## src/rtl/jtpang_vtiming_pkg.sv

```systemverilog
// Default timing profiles (Pang and a generic 256-line raster) and the irq_din field layout.
// Positions are 9-bit counts; anything above 511 does not fit the counters.
package jtpang_vtiming_pkg;

    // Pang profile
    localparam int PANG_HCNT_END = 511;
    localparam int PANG_HB_START = 457;
    localparam int PANG_HB_END   = 74;
    localparam int PANG_HS_START = 495;
    localparam int PANG_HS_LEN   = 32;
    localparam int PANG_VCNT_END = 271;
    localparam int PANG_VB_START = 247;
    localparam int PANG_VB_END   = 7;
    localparam int PANG_VS_START = 263;
    localparam int PANG_VS_LEN   = 3;

    // 256-line profile
    localparam int V256_VCNT_END = 255;
    localparam int V256_VB_START = 240;
    localparam int V256_VB_END   = 16;
    localparam int V256_VS_START = 244;
    localparam int V256_VS_LEN   = 3;

    // irq_din = {enable, line[8:0]}
    localparam int IRQ_EN_BIT   = 9;
    localparam int IRQ_LINE_MSB = 8;

    function automatic logic [8:0] wrap_pos(input int pos, input int last);
        return 9'(pos % (last + 1));
    endfunction

endpackage

```

## src/rtl/jtpang_vtiming_cen.sv

```systemverilog
// Fractional clock enable: pulses pxl2_cen at clk*CEN_N/CEN_M with at most one clk of jitter.
// tick is the combinational wrap flag, i.e. pxl2_cen one clk early.
module jtpang_vtiming_cen #(
    parameter int CEN_N = 1,
    parameter int CEN_M = 3,
    parameter int CW    = 4
) (
    input  logic clk,
    input  logic rst,
    output logic tick,
    output logic pxl2_cen
);

    logic [CW-1:0] acc;
    logic [CW:0]   sum;

    assign sum  = {1'b0, acc} + (CW+1)'(CEN_N);
    assign tick = (sum >= (CW+1)'(CEN_M));

    always_ff @(posedge clk) begin
        if (rst) begin
            acc      <= '0;
            pxl2_cen <= 1'b0;
        end else begin
            pxl2_cen <= tick;
            acc      <= tick ? CW'(sum - (CW+1)'(CEN_M)) : sum[CW-1:0];
        end
    end

endmodule

```

## src/rtl/jtpang_vtiming.sv

```systemverilog
// Video timing generator (H/V counters, blanking/sync strobes) with IRQN raster line interrupts.
// Strobes are refreshed the clk after each pixel step, so they always describe the current h/v.
module jtpang_vtiming
    import jtpang_vtiming_pkg::*;
#(
    parameter int CEN_N    = 1,
    parameter int CEN_M    = 3,
    parameter int CW       = 4,
    parameter int HCNT_END = PANG_HCNT_END,
    parameter int HB_START = PANG_HB_START,
    parameter int HB_END   = PANG_HB_END,
    parameter int HS_START = PANG_HS_START,
    parameter int HS_LEN   = PANG_HS_LEN,
    parameter int VCNT_END = PANG_VCNT_END,
    parameter int VB_START = PANG_VB_START,
    parameter int VB_END   = PANG_VB_END,
    parameter int VS_START = PANG_VS_START,
    parameter int VS_LEN   = PANG_VS_LEN,
    parameter int IRQN     = 2,
    parameter int IRQ_H    = 0,
    parameter int VCMP_RST = 248
) (
    input  logic            clk,
    input  logic            rst,
    input  logic            flip,
    output logic            pxl2_cen,
    output logic            pxl_cen,
    output logic [8:0]      h,
    output logic [8:0]      v,
    output logic [8:0]      hf,
    output logic [7:0]      vf,
    output logic            LHBL,
    output logic            LVBL,
    output logic            HS,
    output logic            VS,
    output logic            Hinit,
    output logic            Vinit,
    input  logic            irq_we,
    input  logic [3:0]      irq_sel,
    input  logic [9:0]      irq_din,
    input  logic [IRQN-1:0] irq_ack,
    output logic [IRQN-1:0] irq_pend,
    output logic            int_n
);

    localparam logic [8:0] H_END   = 9'(HCNT_END);
    localparam logic [8:0] V_END   = 9'(VCNT_END);
    localparam logic [8:0] HB_S    = 9'(HB_START);
    localparam logic [8:0] HB_E    = 9'(HB_END);
    localparam logic [8:0] VB_S    = 9'(VB_START);
    localparam logic [8:0] VB_E    = 9'(VB_END);
    localparam logic [8:0] HS_S    = 9'(HS_START);
    localparam logic [8:0] HS_STOP = wrap_pos(HS_START + HS_LEN, HCNT_END);
    localparam logic [8:0] VS_S    = 9'(VS_START);
    localparam logic [8:0] VS_STOP = wrap_pos(VS_START + VS_LEN, VCNT_END);
    localparam logic [8:0] IRQ_HP  = 9'(IRQ_H);
    localparam logic [8:0] CMP_RST = 9'(VCMP_RST);

    logic            tick;
    logic            phase;
    logic            upd;
    logic [8:0]      cmp [IRQN];
    logic [IRQN-1:0] en;
    logic [IRQN-1:0] pend;
    logic [IRQN-1:0] hit;

    jtpang_vtiming_cen #(
        .CEN_N (CEN_N),
        .CEN_M (CEN_M),
        .CW    (CW)
    ) u_cen (
        .clk      (clk),
        .rst      (rst),
        .tick     (tick),
        .pxl2_cen (pxl2_cen)
    );

    assign hf       = h ^ {9{flip}};
    assign vf       = v[7:0] ^ {8{flip}};
    assign irq_pend = pend;

    // pxl_cen rides on every second pxl2_cen; upd is the clk after the count step
    always_ff @(posedge clk) begin
        if (rst) begin
            phase   <= 1'b0;
            pxl_cen <= 1'b0;
            upd     <= 1'b0;
            h       <= '0;
            v       <= '0;
            LHBL    <= 1'b0;
            LVBL    <= 1'b0;
            HS      <= 1'b0;
            VS      <= 1'b0;
            Hinit   <= 1'b0;
            Vinit   <= 1'b0;
        end else begin
            phase   <= phase ^ tick;
            pxl_cen <= tick & phase;
            upd     <= pxl_cen;
            Hinit   <= upd && (h == '0);
            Vinit   <= upd && (h == '0) && (v == '0);
            if (pxl_cen) begin
                if (h == H_END) begin
                    h <= '0;
                    v <= (v == V_END) ? '0 : v + 9'd1;
                end else begin
                    h <= h + 9'd1;
                end
            end
            if (upd) begin
                if (h == HB_S)      LHBL <= 1'b0;
                else if (h == HB_E) LHBL <= 1'b1;
                if (h == HB_S) begin
                    if (v == VB_S)      LVBL <= 1'b0;
                    else if (v == VB_E) LVBL <= 1'b1;
                end
                if (h == HS_S)         HS <= 1'b1;
                else if (h == HS_STOP) HS <= 1'b0;
                if (h == HS_S) begin
                    if (v == VS_S)         VS <= 1'b1;
                    else if (v == VS_STOP) VS <= 1'b0;
                end
            end
        end
    end

    // Line match uses the registered compare, so a same-clk write takes effect afterwards
    always_comb begin
        hit = '0;
        for (int k = 0; k < IRQN; k++) begin
            if (pxl_cen && (h == IRQ_HP) && (v == cmp[k])) hit[k] = 1'b1;
        end
    end

    always_ff @(posedge clk) begin
        if (rst) begin
            for (int k = 0; k < IRQN; k++) cmp[k] <= CMP_RST;
            en    <= '0;
            pend  <= '0;
            int_n <= 1'b1;
        end else begin
            for (int k = 0; k < IRQN; k++) begin
                if (irq_we && (irq_sel == 4'(k))) begin
                    en[k]  <= irq_din[IRQ_EN_BIT];
                    cmp[k] <= irq_din[IRQ_LINE_MSB:0];
                end
            end
            pend  <= hit | (pend & ~irq_ack);
            int_n <= ~|(pend & en);
        end
    end

endmodule

```

## config.mk

```make
export PLATFORM = sky130hd
export DESIGN_NAME = jtpang_vtiming
export DESIGN_NICKNAME = d
export VERILOG_FILES = /design/src/rtl/jtpang_vtiming_pkg.sv /design/src/rtl/jtpang_vtiming_cen.sv /design/src/rtl/jtpang_vtiming.sv
export SDC_FILE = /design/constraint.sdc
export NUM_CORES = 1
export LEC_CHECK = 0
export ABC_AREA = 1
export CAP_MARGIN = 20
export CORE_AREA = 2 2 76 96
export DETAILED_ROUTE_END_ITERATION = 6
export DIE_AREA = 0 0 78 98
export GPL_TIMING_DRIVEN = 0
export PLACE_DENSITY_LB_ADDON = 0.1
export SLEW_MARGIN = 20
export SYNTH_ARGS = -nofsm -noshare
export SYNTH_HDL_FRONTEND = slang
export SYNTH_SLANG_ARGS = --single-unit
```

## constraint.sdc

```tcl
create_clock -name clk -period 1.8 [get_ports clk]
set_input_delay 0.45 -clock clk [delete_from_list [all_inputs] [get_ports clk]]
set_output_delay 0.45 -clock clk [all_outputs]
set_load 0.005 [all_outputs]
```

==> impl_metrics.py <==
metrics = {
    "critical_path": {
        "worst_setup_path_start_kind": "register",
        "regToRegSetupSlack_ns": 0.01,
        "cp_slowest_stage_delay_ns": 0.39,
        "crit_chain": "ha_4 -> nand2_4 -> nor3_4 -> ha_4 -> nand2_8 -> nor3_4 -> nand3_2 -> xor2_1 -> nor2_1",
        "worstSetupPathType": "register to register",
        "cp.arrival_ns": 1.98,
        "slowest_stage": "dfxtp_4",
        "required_ns": 1.99,
        "cp_max_fo": 5,
        "cp-end-kind": "register",
    },
    "clock_network": {
        "cts_max_path_buffers": 2,
        "clk_pin_slew_ns": 0.11,
        "clk_latency_ns": 0.32,
        "numCtsBuffers": 5,
        "htreeDepth": 2,
        "cts_tree": "built",
        "clock_sinks": 55,
        "root_buffer": "clkbuf_8",
    },
    "power": {
        "power.static_leakage_nw": 1.899,
        "vdd_ir_drop_max_uv": 540.2,
        "power_mw": 3.244,
        "powerDensity_nw_per_um2": 764.7,
    },
    "placement": {
        "gp_congestion": 0.8958,
        "dp_slack_ns": -0.4493,
        "placed_cells": 541,
        "dpl.hpwl_um": 5055,
        "io_buffers": 64,
        "placed_area_sq_um": 3742,
    },
    "layout": {
        "drive_gt1_share_pct": 20.94,
        "num_antenna_cells": 0,
        "fin_cells": 577,
        "nets": 516,
        "fin_area_sq_um": 4242,
        "area_growth_syn_to_layout_pct": 42.26,
    },
    "logic_synthesis": {
        "syn_area_per_cell_sq_um": 7.704,
        "ys.flop_type": "dfxtp_1",
        "async_flop_share_pct": 0,
        "synth-seq-area-share_pct": 42.97,
        "syn_inst": 387,
        "syn_nets": 417,
        "synth_area_sq_um": 2982,
        "synth_warnings": 0,
        "synth_edf_count": 18,
        "synth-seq-cells": 55,
        "ys_types": 38,
    },
    "timing": {
        "finClkSkew_ns": 0.01043,
        "finalCritPeriodShare_pct": 99.23,
        "setup_violations": 0,
        "fmax_mhz": 559.8,
        "fin_setup_tns_ns": 0,
        "setup_ws_ns": 0.01379,
        "rsz0062_at_grt": "true",
        "slew_violations": 0,
        "fin_crit_ns": 1.786,
        "slew_headroom_pct": 64.00,
        "hold_viol": 0,
        "worstMarginPinSlew_ns": 0.5351,
    },
    "grt": {
        "antenna_found_initial": 0,
        "grt_max_degree": 18,
        "grt_usage_pct": 18.79,
        "grt_pass1_wl_um": 11530,
        "grt-ovfl-total": 0,
        "grt_pass1_vias": 2569,
    },
    "die": {
        "die_y_um": 98,
        "num_rows": 34,
        "fp.dieW_um": 78,
        "fp.dieArea_sq_um": 7644,
        "start_util_pct": 43.81,
        "io_pins": 66,
        "fp.coreArea_sq_um": 6807,
    },
    "detailed_routing": {
        "vias": 2703,
        "wl_um": 7006,
        "drtIter0Drc": 79,
        "drc_errors": 0,
        "via_per_inst": 4.685,
        "antenna_left": 0,
        "drtPass1Iterations": 4,
        "routedWlPerCell_um": 12.14,
    },
    "flow_run": {
        "maxCapViolations": 0,
    },
    "outcome": {
        "status": "finished, final reports clean",
    },
    "worst_hold_path": {
        "hp-class": "register to register",
    },
}
## per-stage QoR
stage,utilization (%),hold WS [ns]
after CTS,60.99,0.4693
after global routing,62.32,0.4875
after global placement,54.98,0.4526
final,62.32,0.4709
after floorplan,-,0.4392
after detailed placement,54.98,0.4550
## registers in the layout, indices dropped and copies added, names as in the netlist
signal / count
LHBL: 1
pxl_cen: 1
h: 9
HS: 1
u_cen.acc: 4
cmp: 18
upd: 1
LVBL: 1
int_n: 1
Hinit: 1
Vinit: 1
phase: 1
u_cen.pxl2_cen: 1
v: 9
irq_pend: 2
en: 2
VS: 1
## placed cells by master, fill, tap and decap left out, types with 6 or more instances in the layout
master,instances
nand2_1,95
nor2_1,51
inv_1,48
clkdlybuf4s50_1,47
buf_4,30
xor2_1,21
dfxtp_1,20
edfxtp_1,18
a21oi_1,16
nand3_1,15
dlygate4sd2_1,13
dfxtp_4,10
ha_1,8
inv_2,7
dfxtp_2,7
nand2_2,6
or2_2,6
clkbuf_8,6
nor3_1,6
o21ai_0,6
## final timing paths
kind,start,to,cells past startpoint
max,h[0]$_SDFFE_PP0P_,v[5]$_SDFFE_PP0P_,9
min,VS$_SDFFE_PP0P_,VS$_SDFFE_PP0P_,2
max reg2reg,h[0]$_SDFFE_PP0P_,v[5]$_SDFFE_PP0P_,9
min reg2reg,VS$_SDFFE_PP0P_,VS$_SDFFE_PP0P_,2
## synthesized netlist by cell type (3+ instances only)
library cell  count  share of area, %
a21oi_1          16               2.7
buf_2             5              0.84
buf_4             3              0.76
dfxtp_1          37                25
edfxtp_1         18                18
ha_1             10               4.2
inv_1            51               6.4
inv_2             4              0.50
nand2_1          98                12
nand2_2           4              0.84
nand3_1          15               2.5
nand4_1           3              0.63
nor2_1           52               6.5
nor2_2            4              0.84
nor3_1            7               1.2
o21ai_0           6               1.0
or2_2             6               1.3
xnor2_1           3              0.88
xor2_1           21               6.2
## worst max-delay path, delay by kind of cell (launching register included)
family	cells	cell delay, ns
simple gates	6	0.75
fa+ha+maj	2	0.35
flops	1	0.39
xor+xnor	1	0.17
## final cells by class
cell class	instances	area (sq um)
tap	90	112.6
buffer	10	106.4
clock buffer	5	68.82
multi-input combinational	267	1508
timing repair buffer	92	844.6
fill	603	2565
inverter	55	206.4
clock inverter	3	67.56
sequential	55	1328
## power breakdown
part / switching, mW / internal [mW]
sequential: 0.0757 / 1.39
clock: 0.421 / 0.555
combinational: 0.437 / 0.367
## kinds of logic (layout without fill, tap and decap cells)
kind of cell / Yosys count / in the layout / synth area share [%]
and+or+nand+nor: 202 / 202 / 30.51
AOI/OAI and AO/OA: 30 / 30 / 5.918
adders and majority gates: 10 / 10 / 4.196
DFF: 55 / 55 / 42.97
buffers and inverters: 65 / 165 / 8.812
xor gates and xnor gates: 25 / 25 / 7.596
## repair_timing
item | in CTS | in global routing
setup buffers | 23 | 5
endpoints found under the hold margin | 0 | 0
endpoints found under the setup margin | 48 | 29
pin swaps | 8 | 12
hold buffers | 0 | 0
resized for setup | 58 | 13
## layer usage
metal	global-route usage [%]	routed length, um	vias to the layer above
met3	2.957	291	16
met1	21.14	2945	1215
met4	7.692	181	0
li1	-	-	1404
met5	0	0	-
met2	34.81	3587	68
Note: power is estimated with default switching activity, not from simulation.
